[src/rtl/img_mem_arbiter.sv]
// Single-port image memory arbiter: VGA pixel reads take strict priority,
// HPS writes are buffered in a small FIFO and drain on VGA-idle cycles.
module img_mem_arbiter #(
  parameter int ADDR_W     = 16,
  parameter int DATA_W     = 8,
  parameter int FIFO_DEPTH = 4
) (
  input  logic              clk,
  input  logic              reset,
  input  logic              hps_chipselect,
  input  logic              hps_write,
  input  logic [3:0]        hps_address,
  input  logic [7:0]        hps_writedata,
  input  logic              vga_rd_req,
  input  logic [ADDR_W-1:0] vga_rd_addr,
  output logic [DATA_W-1:0] vga_rd_data,
  output logic              vga_rd_valid,
  output logic [ADDR_W-1:0] mem_addr,
  output logic [DATA_W-1:0] mem_din,
  output logic              mem_we,
  input  logic [DATA_W-1:0] mem_dout,
  output logic [ADDR_W-1:0] wr_ptr,
  output logic              fifo_empty,
  output logic              fifo_full,
  output logic              overflow
);

  localparam int PTR_W = $clog2(FIFO_DEPTH);
  localparam int CNT_W = PTR_W + 1;
  localparam int ENT_W = ADDR_W + DATA_W;

  logic [ENT_W-1:0] fifo_mem [FIFO_DEPTH];
  logic [PTR_W-1:0] head, tail;
  logic [CNT_W-1:0] count;
  logic             rd_pend;

  logic hps_wr, push_req, cfg_wr, flush, clr_ovf;
  logic pop, push_ok, drop;

  assign hps_wr   = hps_chipselect & hps_write;
  assign push_req = hps_wr && (hps_address == 4'd2);
  assign cfg_wr   = hps_wr && (hps_address == 4'd3);
  assign flush    = cfg_wr & hps_writedata[0];
  assign clr_ovf  = cfg_wr & hps_writedata[1];

  assign fifo_empty = (count == '0);
  assign fifo_full  = (count == CNT_W'(FIFO_DEPTH));

  // Gating the pop with reset keeps a buffered entry from being written
  // during the cycle in which reset is being applied.
  assign pop     = !reset && !vga_rd_req && !fifo_empty;
  assign push_ok = push_req && (!fifo_full || pop);
  assign drop    = push_req && fifo_full && !pop;

  always_comb begin
    mem_addr = '0;
    mem_din  = '0;
    mem_we   = 1'b0;
    if (vga_rd_req) begin
      mem_addr = vga_rd_addr;
    end else if (pop) begin
      mem_addr = fifo_mem[head][ENT_W-1:DATA_W];
      mem_din  = fifo_mem[head][DATA_W-1:0];
      mem_we   = 1'b1;
    end
  end

  // Entry storage needs no reset: count alone decides what is valid.
  always_ff @(posedge clk) begin
    if (!reset && push_ok)
      fifo_mem[tail] <= {wr_ptr, DATA_W'(hps_writedata)};
  end

  always_ff @(posedge clk) begin
    if (reset) begin
      head         <= '0;
      tail         <= '0;
      count        <= '0;
      wr_ptr       <= '0;
      overflow     <= 1'b0;
      rd_pend      <= 1'b0;
      vga_rd_valid <= 1'b0;
      vga_rd_data  <= '0;
    end else begin
      rd_pend      <= vga_rd_req;
      vga_rd_valid <= rd_pend;
      if (rd_pend)
        vga_rd_data <= mem_dout;

      if (hps_wr && hps_address == 4'd0)
        wr_ptr[7:0] <= hps_writedata;
      else if (hps_wr && hps_address == 4'd1)
        wr_ptr[15:8] <= hps_writedata;
      else if (push_ok)
        wr_ptr <= wr_ptr + ADDR_W'(1);

      if (drop)
        overflow <= 1'b1;
      else if (clr_ovf)
        overflow <= 1'b0;

      // A flush still lets this cycle's pop write its head entry.
      if (flush) begin
        head  <= '0;
        tail  <= '0;
        count <= '0;
      end else begin
        if (push_ok)
          tail <= tail + PTR_W'(1);
        if (pop)
          head <= head + PTR_W'(1);
        case ({push_ok, pop})
          2'b10:   count <= count + CNT_W'(1);
          2'b01:   count <= count - CNT_W'(1);
          default: count <= count;
        endcase
      end
    end
  end

endmodule

[config.mk]
export PLATFORM = sky130hd
export DESIGN_NAME = img_mem_arbiter
export DESIGN_NICKNAME = d
export VERILOG_FILES = /design/src/rtl/img_mem_arbiter.sv
export SDC_FILE = /design/constraint.sdc
export NUM_CORES = 1
export LEC_CHECK = 0
export CORE_MARGIN = 2
export CORE_UTILIZATION = 53
export CTS_BUF_LIST = sky130_fd_sc_hd__clkbuf_16
export CTS_CLUSTER_SIZE = 12
export DETAILED_ROUTE_END_ITERATION = 8
export GPL_ROUTABILITY_DRIVEN = 0
export PLACE_DENSITY = 0.9
export SYNTH_ARGS = -nofsm -noshare
export SYNTH_HDL_FRONTEND = slang
export SYNTH_SLANG_ARGS = --single-unit
[constraint.sdc]
create_clock -name clk -period 5.58 [get_ports clk]
set_clock_uncertainty 0.15 [all_clocks]
set_input_delay 1.116 -clock clk [delete_from_list [all_inputs] [get_ports clk]]
set_output_delay 1.116 -clock clk [all_outputs]
set_load 0.1 [all_outputs]
==> results of run 1 <==
placed cells by master, fill, tap and decap left out, types with 9 or more instances in the layout:
cell             instances
mux2i_1                  9
nor2_1                  30
inv_1                   11
clkbuf_16               20
buf_12                  25
xnor2_1                 11
clkdlybuf4s50_1         68
dfxtp_1                 36
edfxtp_1                96
mux4_2                  24
a22o_1                  23
nand3_1                 10
cells by family after synthesis:
family	synth area share (%)
XOR/XNOR	1.91
multiplexers	11.5
flip-flops	65.5
adder cells (fa/ha/maj)	1.50
buffers and inverters	2.43
AND/OR/NAND/NOR	8.73
AO/OA/AOI/OAI	8.46
final cells by class:
type,count,area [um2]
Clock buffer,20,500
Clock inverter,12,83.8
Inverter,7,26.3
Sequential cell,132,3600
Tap cell,136,170
Fill cell,599,2780
Timing Repair Buffer,101,1240
Multi-Input combinational cell,196,1780
worst max-delay path: cells and delay by family:
kind            cells  cell delay, ns
buf+inv             3            1.01
compound gates      1            0.26
simple gates        2            0.56
routing by layer:
metal	share of wire [%]	global-route usage, %
met1	38	30.3
met2	50	40.5
met3	8.6	6.93
met4	3.0	12.6
met5	0	0
sequential cells by signal, summed over array words and instances (netlist names), named ones only:
| name | count |
|---|---|
| tail | 2 |
| vga_rd_valid | 1 |
| count | 3 |
| vga_rd_data | 8 |
| wr_ptr | 16 |
| head | 2 |
| rd_pend | 1 |
| overflow | 1 |
| fifo_mem | 96 |
path summary, 6_finish.rpt:
| kind | start | to | slack (ns) | cells after the start |
|---|---|---|---|---|
| max | vga_rd_req | mem_addr[13] | 1.35 | 6 |
| min | vga_rd_data[0] | vga_rd_data[0] | 0.35 | 2 |
| max reg2reg | count[1] | count[2] | 3.01 | 9 |
| min reg2reg | vga_rd_data[0] | vga_rd_data[0] | 0.35 | 2 |
cells in the mapped netlist (2+ instances only):
cell type,count
and4_1,2
nor2b_1,2
a211oi_1,2
mux4_2,24
nand2_1,8
nor3b_1,4
a31oi_1,4
a22o_1,23
and2_1,8
nor3_1,6
nand3_1,10
nor4_1,3
buf_4,2
o21ai_0,5
buf_6,2
ha_1,5
clkbuf_1,11
mux2i_1,9
dfxtp_1,36
xnor2_1,11
nor2_1,30
nand4_1,4
a21oi_1,4
a221oi_1,2
edfxtp_1,96
inv_1,7
buf_2,5
a222oi_1,3
and3_1,4
metrics by stage:
| step | power [uW] | hold slack (ns) |
|---|---|---|
| final | 2320 | 0.353 |
| after global routing | 2390 | 0.375 |
| after CTS | 2330 | 0.358 |
| after detailed placement | 1280 | 0.340 |
| after global placement | 1270 | 0.325 |
| after floorplan | 1190 | 0.319 |
power by group through the flow:
stage / Combinational, uW / Sequential [uW] / Clock, uW
finish: 201 / 1060 / 1070
detailed placement: 199 / 1080 / 0
global route: 208 / 1060 / 1120
CTS: 201 / 1060 / 1070
floorplan: 87.3 / 1100 / 0
global placement: 195 / 1080 / 0
==> results.cfg, run 1 <==
[placed_design]
post-dp-hpwl_um = 8070
port_buffers = 93
preCtsSetupSlack_ns = 1.36
placed_cells = 572
placement.cell_area_um2 = 6830

[power]
clock_power_share_pct = 45.9
netSwitchingPower_uw = 520
vdd_ir_drop_max_v = 0.000194
power.sequential.fraction_pct = 45.5
power.switching_fraction_pct = 22.4
cellPowerDensity_nw_per_um2 = 314
pwr-share-comb_pct = 8.6
internal_power_contribution_uw = 1810
p_leak_uw = 0.00262

[drt]
drt-initial-drc-count = 522
route.detailed.wl_per_inst_um = 21.5
drcViolationCount = 0
drt_pass_1_iters = 6
route.vias.total = 3658
routed_via_count_divided_by_cell_count = 6.06
routed_wirelength_um = 13000
antenna_left = 0

[global_route]
grt_max_degree = 29
grt_pass1_vias = 3828
track_usage_pct = 24.8
grt_pass1_wl_um = 20500
grt_antenna_before_repair = 0
gr-total-overflow = 0

[logic_synthesis]
postSynth.topFlopCell = edfxtp_1
synth_fp_nets = 403
synthDominantCellAreaShare_pct = 52.4
netlist.top_cell.by_area = edfxtp_1
synthesis.area_um2 = 5500
synth-edff-count = 96
postSynthRegisterBits = 132
yosys_warnings = 0
ys_top_cells_by_area = edfxtp_1, dfxtp_1, mux4_2
synth_seq_area_share_pct = 65.5
syn-instance-count = 356
postSynth.asyncResetShare_pct = 0
synth_cell_types = 53
synth_area_per_cell_um2 = 15.5

[critical_path]
critPathKind = input pin to output pin
timing.critical_path.slowest_cell_delay_ns = 0.48
critPathMaxFanout = 28
setup.worst_path.end_class = output pin
critical_path.slowest_cell = clkdlybuf4s50_1
timing.critical_path.cells = clkdlybuf4s50_1, or2_0, nor2_2, buf_4, a22o_1, buf_12
crit_path_launch_type = input pin
critical_path_required_ns = 4.31
critPathArrivalTime_ns = 2.97

[floorplanning]
core_area_um2 = 10200
die_y_um = 106
fp.dieArea_um2 = 11200
num_rows = 37
design.portCount = 94
fp.dieW_um = 106
initial_core_util_pct = 54.0

[layout]
layout-drive-gt1-share_pct = 20.3
post-route-util_pct = 72.8
finalNonFillerCells = 604
antenna_cells_inserted = 0
areaGrowthSynthToFinish_pct = 34.7
final_design_area_no_fill_um2 = 7410
design.final.nets = 502

[clock_network]
clkTransAtPathRegs_ns = 0.05
postCtsSetupRepairBufs = 0
cts_hold_buffers = 0
postCtsResizedCells = 0
cts_made_buffers = 17
worst_skew_pair.late_latency_ns = 0.41
h-tree-depth = 4
max-clock-path-buffers = 2
cts.sink_count = 132
clk_root_buffer_cell = clkbuf_16
cts_tree = built

[timing]
fmax_ghz = 0.236
drv_slew = 0
slew_limit_headroom_pct = 21.3
period_minus_slack_ns = 4.23
worst_slew_pin_slew_ns = 1.18
timing.final.ws_setup_ns = 1.35
final_hold_viol_count = 0
final_number_of_setup_violating_endpoints = 0
setup_repair_after_global_routing_missed_its_margin = no
post_route_clock_period_utilization_pct = 75.9
fin_setup_tns_ns = 0

[outcome]
outcome = completed

[job]
maxCapViolations = 0

[hold_path]
class_of_the_worst_hold_path = flip-flop to flip-flop
(Power assumes the default switching activity.)
==> run 2: changes to the inputs <==
==> constraint.sdc (replaced) <==
create_clock -name clk -period 4 [get_ports clk]
set_clock_uncertainty 0.15 [all_clocks]
set_input_delay 0.8 -clock clk [delete_from_list [all_inputs] [get_ports clk]]
set_output_delay 0.8 -clock clk [all_outputs]
set_load 0.1 [all_outputs]
==> results.cfg, run 2 (synthesized netlist as in run 1, its figures left out) <==
[timing]
drv_slew = 0
final_hold_viol_count = 0
post_route_clock_period_utilization_pct = 84.9
final_number_of_setup_violating_endpoints = 0
period_minus_slack_ns = 3.40
worst_slew_pin_slew_ns = 1.01
setup_repair_after_global_routing_missed_its_margin = no
slew_limit_headroom_pct = 32.3
fmax_ghz = 0.294
final.hold.worst_slack_ns = 0.348
fin_setup_tns_ns = 0

[clock_network]
max-clock-path-buffers = 2
cts_made_buffers = 17
cts.sink_count = 132
clk_root_buffer_cell = clkbuf_16
cts_tree = built
h-tree-depth = 4
worst_skew_pair.late_latency_ns = 0.41
postCtsResizedCells = 0
cts_hold_buffers = 0
postCtsSetupRepairBufs = 0
clkTransAtPathRegs_ns = 0.06

[global_route]
grt_pass1_vias = 3912
grt_max_degree = 29
grt_pass1_wl_um = 20800
track_usage_pct = 24.9
grt_antenna_before_repair = 0
gr-total-overflow = 0

[critical_path]
rrSetupSlack_ns = 1.38
crit_path_launch_type = flip-flop
timing.critical_path.cells = buf_4, mux4_2, a22o_1, buf_12
setup.worst_path.end_class = output pin
critPathMaxFanout = 11
critical_path.reg2reg.startpoint = count[0]
terminus_of_the_critical_flop_to_flop_path = count[2]
critPathKind = flip-flop to output pin
timing.critical_path.slowest_cell_delay_ns = 0.70
critical_path.slowest_cell = dfxtp_1
cp-endpoint = mem_addr[1]
r2r_cells = 9
critical_path_required_ns = 3.05
critPathArrivalTime_ns = 2.45

[power]
cellPowerDensity_nw_per_um2 = 434
vdd_ir_drop_max_v = 0.000263
p_leak_uw = 0.00262

[drt]
drt-initial-drc-count = 457
route.detailed.wl_per_inst_um = 21.3
drcViolationCount = 0
routed_wirelength_um = 13000
antenna_left = 0
route.vias.total = 3719
drt_pass_1_iters = 8
routed_via_count_divided_by_cell_count = 6.10

[floorplanning]
fp.dieW_um = 106
initial_core_util_pct = 54.0
die_y_um = 106
core_area_um2 = 10200
design.portCount = 94
fp.dieArea_um2 = 11200
num_rows = 37

[layout]
most-common-layout-cells = edfxtp_1, clkdlybuf4s50_1, dfxtp_1
biggestRegsByFlops = fifo_mem: 96 flops, wr_ptr: 16 flops, vga_rd_data: 8 flops
largest_register = fifo_mem
design.final.nets = 508
areaGrowthSynthToFinish_pct = 35.5
largest_reg_flops = 96
antenna_cells_inserted = 0
finalNonFillerCells = 610
layout-drive-gt1-share_pct = 22.8
layout_commonest_cell = edfxtp_1

[placed_design]
post-dp-hpwl_um = 8200
placed_cells = 578
port_buffers = 93

[hold_path]
class_of_the_worst_hold_path = flip-flop to flip-flop

[job]
maxCapViolations = 0

[outcome]
outcome = completed
==> run 2: cell types whose count changed in the layout (fill, tap and decap cells not counted), sizes merged <==
cell,delta
inv,+1
clkinvlp,+2
clkdlybuf4s50,-2
buf,+8
clkbuf,-3
==> run 2: stage by stage <==
stage	area, um2	worst slack (ns)	total power, uW	util (%)
after detailed placement	6880	0.431	1780	67.6
after CTS	7450	0.534	3250	73.2
after global routing	7450	0.437	3320	73.2
after floorplan	5510	-0.141	1660	-
after global placement	6880	0.622	1770	67.6
final	7450	0.603	3230	73.2
==> run 2: layout make-up <==
cell class	instances	area [um2]
repair buffers	107	1290
clock buffers	17	425
fillers	606	2730
well taps	136	170
multi-input cells	196	1790
flip-flops and latches	132	3600
inverters	7	26.3
clock inverters	15	144
==> run 2: metal layers <==
metal  vias to the layer above  global-route usage (%)  share of wire [%]
met4                         0                    11.4                2.3
met5                         -                       0                  0
li1                       1618                       -                  -
met1                      1850                    30.3                 38
met3                        38                    6.80                7.8
met2                       213                    41.4                 52
==> run 2: how the worst min path moves through the flow <==
| stage | startpoint | to | slack [ns] | depth (start not counted) |
|---|---|---|---|---|
| 2_1_floorplan | tail[1] | tail[1] | 0.32 | 2 |
| 3_3_place_gp | vga_rd_data[1] | vga_rd_data[1] | 0.32 | 2 |
| 3_5_place_dp | vga_rd_data[5] | vga_rd_data[5] | 0.34 | 2 |
| 4_1_cts | vga_rd_data[5] | vga_rd_data[5] | 0.35 | 2 |
| 5_1_grt | vga_rd_data[5] | vga_rd_data[5] | 0.39 | 2 |
| 6_report | vga_rd_data[5] | vga_rd_data[5] | 0.35 | 2 |
==> run 2: critical path: cells and delay by family, from the launching register on <==
kind / cells / cell delay [ns]
AOI/OAI and AO/OA: 1 / 0.25
buffers and inverters: 2 / 0.54
DFF: 1 / 0.70
muxes: 1 / 0.54
==> run 2: report_power, final <==
group / internal, uW / total (uW) / switching, uW
clock: 867 / 1480 / 610
combinational: 105 / 280 / 176
sequential: 1460 / 1470 / 10.3
==> run 3: changes to the inputs <==
--- a/config.mk
+++ b/config.mk
@@ -6,12 +6,12 @@
 export NUM_CORES = 1
 export LEC_CHECK = 0
 export CORE_MARGIN = 2
-export CORE_UTILIZATION = 53
+export CORE_UTILIZATION = 48
 export CTS_BUF_LIST = sky130_fd_sc_hd__clkbuf_16
 export CTS_CLUSTER_SIZE = 12
 export DETAILED_ROUTE_END_ITERATION = 8
 export GPL_ROUTABILITY_DRIVEN = 0
-export PLACE_DENSITY = 0.9
+export PLACE_DENSITY = 0.86
 export SYNTH_ARGS = -nofsm -noshare
 export SYNTH_HDL_FRONTEND = slang
 export SYNTH_SLANG_ARGS = --single-unit
==> constraint.sdc (replaced) <==
create_clock -name clk -period 2.7 [get_ports clk]
set_clock_uncertainty 0.15 [all_clocks]
set_input_delay 0.54 -clock clk [delete_from_list [all_inputs] [get_ports clk]]
set_output_delay 0.54 -clock clk [all_outputs]
set_load 0.1 [all_outputs]
==> results.cfg, run 3 (synthesized netlist as in run 1, its figures left out) <==
[outcome]
outcome = completed

[drt]
drt_pass_1_iters = 5
drcViolationCount = 0
routed_via_count_divided_by_cell_count = 5.93
route.vias.total = 3796
routed_wirelength_um = 13700
route.detailed.wl_per_inst_um = 21.4
drt-initial-drc-count = 385
antenna_left = 0

[timing]
period_minus_slack_ns = 2.61
final_number_of_setup_violating_endpoints = 0
setup_repair_after_global_routing_missed_its_margin = no
final.hold.worst_slack_ns = 0.357
worst_slew_pin_slew_ns = 0.894
fin_setup_tns_ns = 0
drv_slew = 0
post_route_clock_period_utilization_pct = 96.6
fmax_ghz = 0.383
slew_limit_headroom_pct = 40.1
final_hold_viol_count = 0

[layout]
design.final.nets = 531
layout_commonest_cell = edfxtp_1
nFillCells = 735
final_design_area_no_fill_um2 = 7840
multi_input_area_um2 = 1880
most-common-layout-cells = edfxtp_1, buf_4, clkdlybuf4s50_1
antenna_cells_inserted = 0
largest_register = fifo_mem
post-route-util_pct = 69.3
largest_reg_flops = 96
areaGrowthSynthToFinish_pct = 42.6
biggestRegsByFlops = fifo_mem: 96 flops, wr_ptr: 16 flops, vga_rd_data: 8 flops
layout-drive-gt1-share_pct = 37.6
area.sequential_um2 = 3610

[power]
pwr-share-comb_pct = 8.9
power.sequential.fraction_pct = 44.9
power.switching_fraction_pct = 23.9
clock_power_share_pct = 46.2
vdd_ir_drop_max_v = 0.000415
internal_power_contribution_uw = 3700
p_leak_uw = 0.00289
netSwitchingPower_uw = 1160
cellPowerDensity_nw_per_um2 = 620

[placed_design]
placement.cell_area_um2 = 7140
post-dp-hpwl_um = 8300
port_buffers = 93

[floorplanning]
fp.dieW_um = 111
core_area_um2 = 11300
initial_core_util_pct = 48.6
die_y_um = 111
design.portCount = 94
fp.dieArea_um2 = 12300
num_rows = 39

[global_route]
grt_pass1_vias = 3916
grt_max_degree = 28
grt_antenna_before_repair = 0
gr-total-overflow = 0
grt_pass1_wl_um = 20500
track_usage_pct = 21.7

[clock_network]
cts_made_buffers = 17
max-clock-path-buffers = 2
clkTransAtPathRegs_ns = 0.06
worst_skew_pair.late_latency_ns = 0.42
cts.sink_count = 132
cts_tree = built
clk_root_buffer_cell = clkbuf_16
h-tree-depth = 4

[critical_path]
setup.worst_path.end_class = output pin
critPathArrivalTime_ns = 1.92
timing.critical_path.slowest_cell_delay_ns = 0.51
critPathMaxFanout = 7
timing.critical_path.cells = buf_8, mux4_2, a22o_2, buf_12
critPathKind = flip-flop to output pin
critical_path_required_ns = 2.01
critical_path.slowest_cell = mux4_2
crit_path_launch_type = flip-flop

[hold_path]
class_of_the_worst_hold_path = flip-flop to flip-flop

[job]
maxCapViolations = 0
run 3: cell count changes in the layout (fill, tap and decap cells not counted), moves of 6 or more:
| cell | delta |
|---|---|
| buf_12 | +8 |
| a22o_1 | -16 |
| clkdlybuf4s50_1 | -28 |
| and2_4 | +6 |
| and2_1 | -8 |
| a22o_2 | +16 |
| buf_4 | +37 |
run 3: critical path, delay by kind of cell, from the launching register on:
kind	cells	cell delay [ns]
mux	1	0.51
compound gates	1	0.27
flops	1	0.39
buf+inv	2	0.33
run 3: through the flow:
stage	std cells	setup slack (ns)	total power (uW)
floorplan	356	-0.0464	2470
CTS	636	-0.0144	4880
global placement	603	-0.176	2640
detailed placement	603	-0.313	2650
global route	640	0.0310	4980
finish	640	0.0910	4860
run 3: final timing paths:
path / slack, ns / start / to / cells after the start
worst max-delay path: 0.09 / flip-flop / mem_addr[0] / 4
worst min-delay path: 0.36 / vga_rd_data[3] / vga_rd_data[3] / 2
worst max register to register: 0.31 / count[2] / wr_ptr[6] / 6
worst min register to register: 0.36 / vga_rd_data[3] / vga_rd_data[3] / 2
run 3: layer usage:
| metal | track usage (%) | up-vias | wire, um |
|---|---|---|---|
| li1 | - | 1668 | - |
| met1 | 24.6 | 1873 | 5330 |
| met2 | 37.2 | 215 | 6940 |
| met3 | 6.89 | 40 | 1010 |
| met4 | 10.9 | 0 | 390 |
| met5 | 0 | - | 0 |
run 3: repair_timing:
| action | 4_1_cts | 5_1_grt |
|---|---|---|
| hold endpoints to repair | 0 | 0 |
| gates resized for setup | 3 | 5 |
| buffers inserted | 1 | 1 |
| pin swaps | 1 | 1 |
| hold buffers | 0 | 0 |
| cloned | 0 | 3 |
| setup endpoints to repair | 25 | 18 |
run 3: layout make-up:
| class | count | share of cell area (%) |
|---|---|---|
| Clock inverter | 15 | 2.03 |
| Multi-Input combinational cell | 196 | 24.0 |
| Clock buffer | 17 | 5.42 |
| Timing Repair Buffer | 130 | 19.9 |
| Tap cell | 143 | 2.28 |
| Sequential cell | 132 | 46.0 |
| Inverter | 7 | 0.335 |
run 3: power groups by stage:
stage               clock network [uW]  logic (uW)  registers [uW]
floorplan                            0         190            2280
global placement                     0         420            2220
detailed placement                   0         427            2230
CTS                               2260         430            2180
global route                      2350         448            2180
finish                            2240         432            2180
